--- config.mk ---
export PLATFORM = sky130hd
export DESIGN_NAME = cache_fill_fsm
export DESIGN_NICKNAME = d
export VERILOG_FILES = /design/src/rtl/cache_fill_fsm.sv
export SDC_FILE = /design/constraint.sdc
export NUM_CORES = 1
export LEC_CHECK = 0
export ABC_AREA = 0
export CORE_UTILIZATION = 39
export CTS_BUF_LIST = sky130_fd_sc_hd__clkbuf_16
export DETAILED_ROUTE_END_ITERATION = 16
export PLACE_DENSITY_LB_ADDON = 0.08
export SYNTH_ARGS = -nofsm -noshare
export SYNTH_HDL_FRONTEND = slang
export SYNTH_SLANG_ARGS = --single-unit
--- constraint.sdc ---
create_clock -name clk -period 2 [get_ports clk]
set_clock_uncertainty 0.15 [all_clocks]
set_input_delay 0.4 -clock clk [delete_from_list [all_inputs] [get_ports clk]]
set_output_delay 0.4 -clock clk [all_outputs]
set_load 0.01 [all_outputs]
--- src/rtl/cache_fill_fsm.sv ---
// cache_fill_fsm: fills one cache block from pipelined main memory after a miss.
// Define CACHE_FILL_CRIT_WORD_FIRST_EN to fetch the missing word first, wrapping within the block.
module cache_fill_fsm #(
  parameter int WORDS = 8,
  parameter int ADDR_W = 16
) (
  input  logic clk,
  input  logic rst_n,
  input  logic miss_detected,
  input  logic [ADDR_W-1:0] miss_address,
  input  logic memory_data_valid,
  output logic fsm_busy,
  output logic memory_read_en,
  output logic [ADDR_W-1:0] memory_address,
  output logic write_data_array,
  output logic [$clog2(WORDS)-1:0] data_word_offset,
  output logic write_tag_array
);
  localparam int OW = $clog2(WORDS);
  localparam int LB = OW + 1;
  typedef enum logic {IDLE, FILL} state_t;
  state_t state, state_n;
  logic [ADDR_W-1:0] base, base_n;
  logic [OW:0] issue_cnt, issue_n;
  logic [OW-1:0] recv_cnt, recv_n, issue_lo, crit;
  always_ff @(posedge clk or negedge rst_n)
    if (!rst_n) begin
      state <= IDLE;
      base <= '0;
      issue_cnt <= '0;
      recv_cnt <= '0;
    end else begin
      state <= state_n;
      base <= base_n;
      issue_cnt <= issue_n;
      recv_cnt <= recv_n;
    end
`ifdef CACHE_FILL_CRIT_WORD_FIRST_EN
  always_ff @(posedge clk or negedge rst_n)
    if (!rst_n) crit <= '0;
    else if (state == IDLE && miss_detected) crit <= miss_address[LB-1:1];
`else
  assign crit = '0;
`endif
  // once all reads are issued the address parks on the last word requested
  assign issue_lo = issue_cnt[OW] ? '1 : issue_cnt[OW-1:0];
  assign memory_address = base | ADDR_W'({OW'(crit + issue_lo), 1'b0});
  assign data_word_offset = crit + recv_cnt;
  always_comb begin
    state_n = state;
    base_n = base;
    issue_n = issue_cnt;
    recv_n = recv_cnt;
    fsm_busy = state == FILL;
    memory_read_en = fsm_busy && !issue_cnt[OW];
    write_data_array = fsm_busy && memory_data_valid;
    write_tag_array = write_data_array && &recv_cnt;
    if (state == IDLE && miss_detected) begin
      state_n = FILL;
      base_n = miss_address & ~ADDR_W'(2 * WORDS - 1);
      issue_n = '0;
      recv_n = '0;
    end else if (fsm_busy) begin
      issue_n = issue_cnt + (OW + 1)'(memory_read_en);
      recv_n = recv_cnt + OW'(write_data_array);
      if (write_tag_array) state_n = IDLE;
    end
  end
endmodule
# Yosys cells after proc, flatten, opt, wreduce, memory -nomap -nowiden
# Cells that the tools add are included.
# Widths: inputs -> output; s select.
[op_classes] add_sub_neg=2 n_mux=8 bitwise_logic=2 n_reduce_logical=7
[ops] cell="$or 16x4->16" n=1
[ops] cell="$mux 3" n=3
[ops] cell="$mux 4" n=2
[ops] cell="$add 4x1->4" n=1
[ops] cell="$logic_and 1x1->1" n=4
[ops] cell="$add 3x1->3" n=1
[ops] cell="$mux 1" n=3
[ops] cell="$reduce_and 3->1" n=1
[ops] cell="$reduce_bool 2->1" n=1
[ops] cell="$logic_not 1->1" n=1
[ops] cell="$not 1->1" n=1
[word_totals] register_bits=20 out_inout_bits=23 word_cells=23

# Logic depth before layout (Yosys ltp)
[logic_depth] ltp_word=5 ltp_mapped=6 ltp_nobuf=5

# Least setup slack after synthesis
# No wires, ideal clock.
[synth_timing] kind="register to register" startpoint="reg state, in the netlist fsm_busy" endpoint="reg issue_cnt[1]" setup_ps=121 arrival_ps=1481 slack_ps=248 path_stages_with_launch=6 n_path_buf=1 synth_period_minus_slack_ps=1752 cell_sequence="dfrtp_1 > buf_4 > nor2b_1 > ha_1 > ha_1 > a22o_1"
[synth_between] elab_chain_len=4 word_cells_on_any_way=7 cone_classes="1 x add/sub; 2 x mux; 1 x bitwise; 3 x reduce/logical"
[synth_rtl] item="from (decl)" line_no="22" text="state_t state, state_n;"
[synth_rtl] item="from (signal assigned)" line_no="33" text="state <= state_n;"
[synth_rtl] item="$logic_and 1x1->1" line_no="55" text="memory_read_en = fsm_busy && !issue_cnt[OW];"
[synth_rtl] item="net memory_read_en" line_no="13" text="output logic memory_read_en,"
[synth_rtl] item="$add 4x1->4" line_no="64" text="issue_n = issue_cnt + (OW + 1)'(memory_read_en);"
[synth_rtl] item="$mux 4" line_no="63" text="end else if (fsm_busy) begin"
[synth_rtl] item="$mux 4" line_no="58" text="if (state == IDLE && miss_detected) begin"
[synth_rtl] item="to (signal assigned)" line_no="35" text="issue_cnt <= issue_n;"
[synth_rtl] item="to (decl)" line_no="24" text="logic [OW:0] issue_cnt, issue_n;"
# The timed path passes the listed nets, and every way through them passes these cells. The select of a mux whose other input is x is not followed.
# A chain may end at the register's enable or synchronous reset.

# Final worst setup path
[layout_timing] startpoint="reg issue_cnt[3]" endpoint="out memory_address[1]"
[layout_between] elab_chain_len=2
[layout_rtl] item="$mux 3" line_no="46" text="assign issue_lo = issue_cnt[OW] ? '1 : issue_cnt[OW-1:0];"
[layout_rtl] item="$or 16x4->16" line_no="47" text="assign memory_address = base | ADDR_W'({OW'(crit + issue_lo), 1'b0});"
[layout_rtl] item="to (decl)" line_no="14" text="output logic [ADDR_W-1:0] memory_address,"
# No other way between the ends.

==> results.cfg <==
[power_and_ir_drop]
vdd_drop_max_v = 0.00114
power_density_nw_per_um2 = 1650
power_mw = 2.31
leakagePower_nw = 0.641

[critical_path]
path_max_fanout = 4
cp_cell_sequence = or2_2, clkdlybuf4s50_1
critPathLaunchType = flop
cp-end-kind = output pin
path_buf_inv = 1
cp_top_family = buffers and inverters
max_stage_delay_ns = 0.48
crit_arrival_ns = 1.41
required_ns = 1.45
slowest_stage = clkdlybuf4s50_1
path_class = flop to output pin
r2r_setup_slack_ns = 0.31

[placed_design]
place_area_um2 = 1290
port_buffers = 37
gp_congestion = 0.699
place_hpwl_mm = 1.22

[synth]
synth_xor_area_frac = 0.0302
syn-cell-area_um2 = 870
yosys_warnings = 0
synth_fa_ha_area_frac = 0.0576
muxShareOfSynthArea = 0.155
synthSimpleGateAreaFrac = 0.0763
synth.distinct_cells = 17
synthesis.nets = 84
synth_top_family_by_area = multiplexers
syn_inst = 60
synth-seq-area-share = 0.576
synth_seq_cells = 20
syn_area_per_cell_um2 = 14.5
synth-compound-area-share = 0.0705

[floorplan]
die-area_um2 = 2420
die_y_um = 49.2
fp-row-count = 16
ios = 43
core_um2 = 2020
die_x_um = 49.2
start_util = 0.430

[min_path]
min_path_type = input port to asynchronous set/reset pin

[route]
routed_via_density = 4.68
drt-initial-drc-count = 7
drt-wirelength-per-cell_um = 12.4
drc_errors = 0
drt-pass1-iter-count = 4
ant_nets = 0
via_count = 618
wirelength_mm = 1.64

[sta]
setup-violations-final = 0
period_share = 0.981
slew_viol_final = 0
fmax_ghz = 0.510
rsz0062_at_grt = false
final.setup.tns_ns = 0
final_hold_viol_count = 0
hold_ws_ns = 0.328
min_period_ns = 1.96

[finish]
syn_to_final_growth_pct = 61.3
multi_input_area_um2 = 343
nFillCells = 153
fin_area_um2 = 1400
final_common_cell = clkdlybuf4s50_1
regArea_um2 = 500
nets = 130
post-route-util = 0.694
diodes = 0
most-common-layout-cells = clkdlybuf4s50_1 (32), dfrtp_1 (20), mux2_1 (12)
drive_gt1_frac = 0.171

[global_route]
grt_pass1_vias = 680
grt_antenna_before_repair = 0
grt_max_degree = 21
grt_use_total = 0.164
overflow = 0
grt_pass1_wl_mm = 3.01

[clocking]
cts_tree = built
cts-root-buf = clkbuf_16
cts_sinks = 20
clk_path_buf_depth = 2
clk_latency_ns = 0.25
cts.htree.levels = 1
path_clk_slew_ns = 0.05
cts_inserted_buffers = 3

[run]
cap_violations = 0

[outcome]
status = completed
[timing repair]
item | CTS | global route
endpoints found under the setup margin | 6 | 3
buffers inserted | 1 | 0
hold buffers | 0 | 0
gates resized for setup | 5 | 3
[synth_stat cells (all sizes together)]
master / n / area, um^2
a22o: 7 / 61.3
and2: 1 / 6.26
and4: 1 / 11.3
buf: 3 / 26.3
conb: 1 / 3.75
dfrtp: 20 / 500
ha: 4 / 50.1
mux2: 12 / 135
nand3: 1 / 5.00
nor2: 2 / 10.0
nor2b: 2 / 15.0
or2: 3 / 18.8
xnor2: 1 / 8.76
xor2: 2 / 17.5
[sequential cells by signal (all words and copies together) (netlist names)]
name,cells
recv_cnt,3
fsm_busy,1
issue_cnt,4
base,12
[routing by layer]
metal	global-route usage	up-vias	share of wire
met5	0	-	0
met4	0.0441	0	0
met3	0.0623	0	0.077
met2	0.274	24	0.49
met1	0.196	292	0.43
li1	-	302	-
[worst paths after layout]
path / startpoint / end / cells past startpoint
min: rst_n / base[11] / 2
min in group clk: base[14] / base[14] / 1
min reg2reg: base[14] / base[14] / 1
max reg2reg: fsm_busy / issue_cnt[2] / 6
max in group asynchronous: rst_n / base[9] / 2
max: issue_cnt[3] / memory_address[1] / 2
[power breakdown]
part	internal [mW]	switching [mW]
Combinational	0.659	0.371
Sequential	0.610	0.134
Clock	0.397	0.142
[metrics by stage]
| stage | setup slack [ns] | instances |
|---|---|---|
| 2_1_floorplan | 0.248 | 60 |
| 3_3_place_gp | -0.282 | 127 |
| 3_5_place_dp | -0.294 | 127 |
| 4_1_cts | 0.0144 | 132 |
| 5_1_grt | 0.00615 | 132 |
| 6_report | 0.0376 | 132 |
[logic make-up (layout without fill, tap and decap cells)]
logic type | after synthesis | count (layout)
flops | 20 | 20
xor+xnor | 3 | 3
simple gates | 10 | 10
fa+ha+maj | 4 | 4
mux | 12 | 12
other cells | 1 | 1
compound gates | 7 | 7
buf+inv | 3 | 48
[final cells by class]
type | instances | share of cell area
timing repair buffer | 44 | 0.300
sequential | 20 | 0.357
multi-input combinational | 37 | 0.244
clock inverter | 1 | 0.0214
tap | 27 | 0.0241
clock buffer | 3 | 0.0535
No activity file was read; power rests on OpenSTA's default activity.
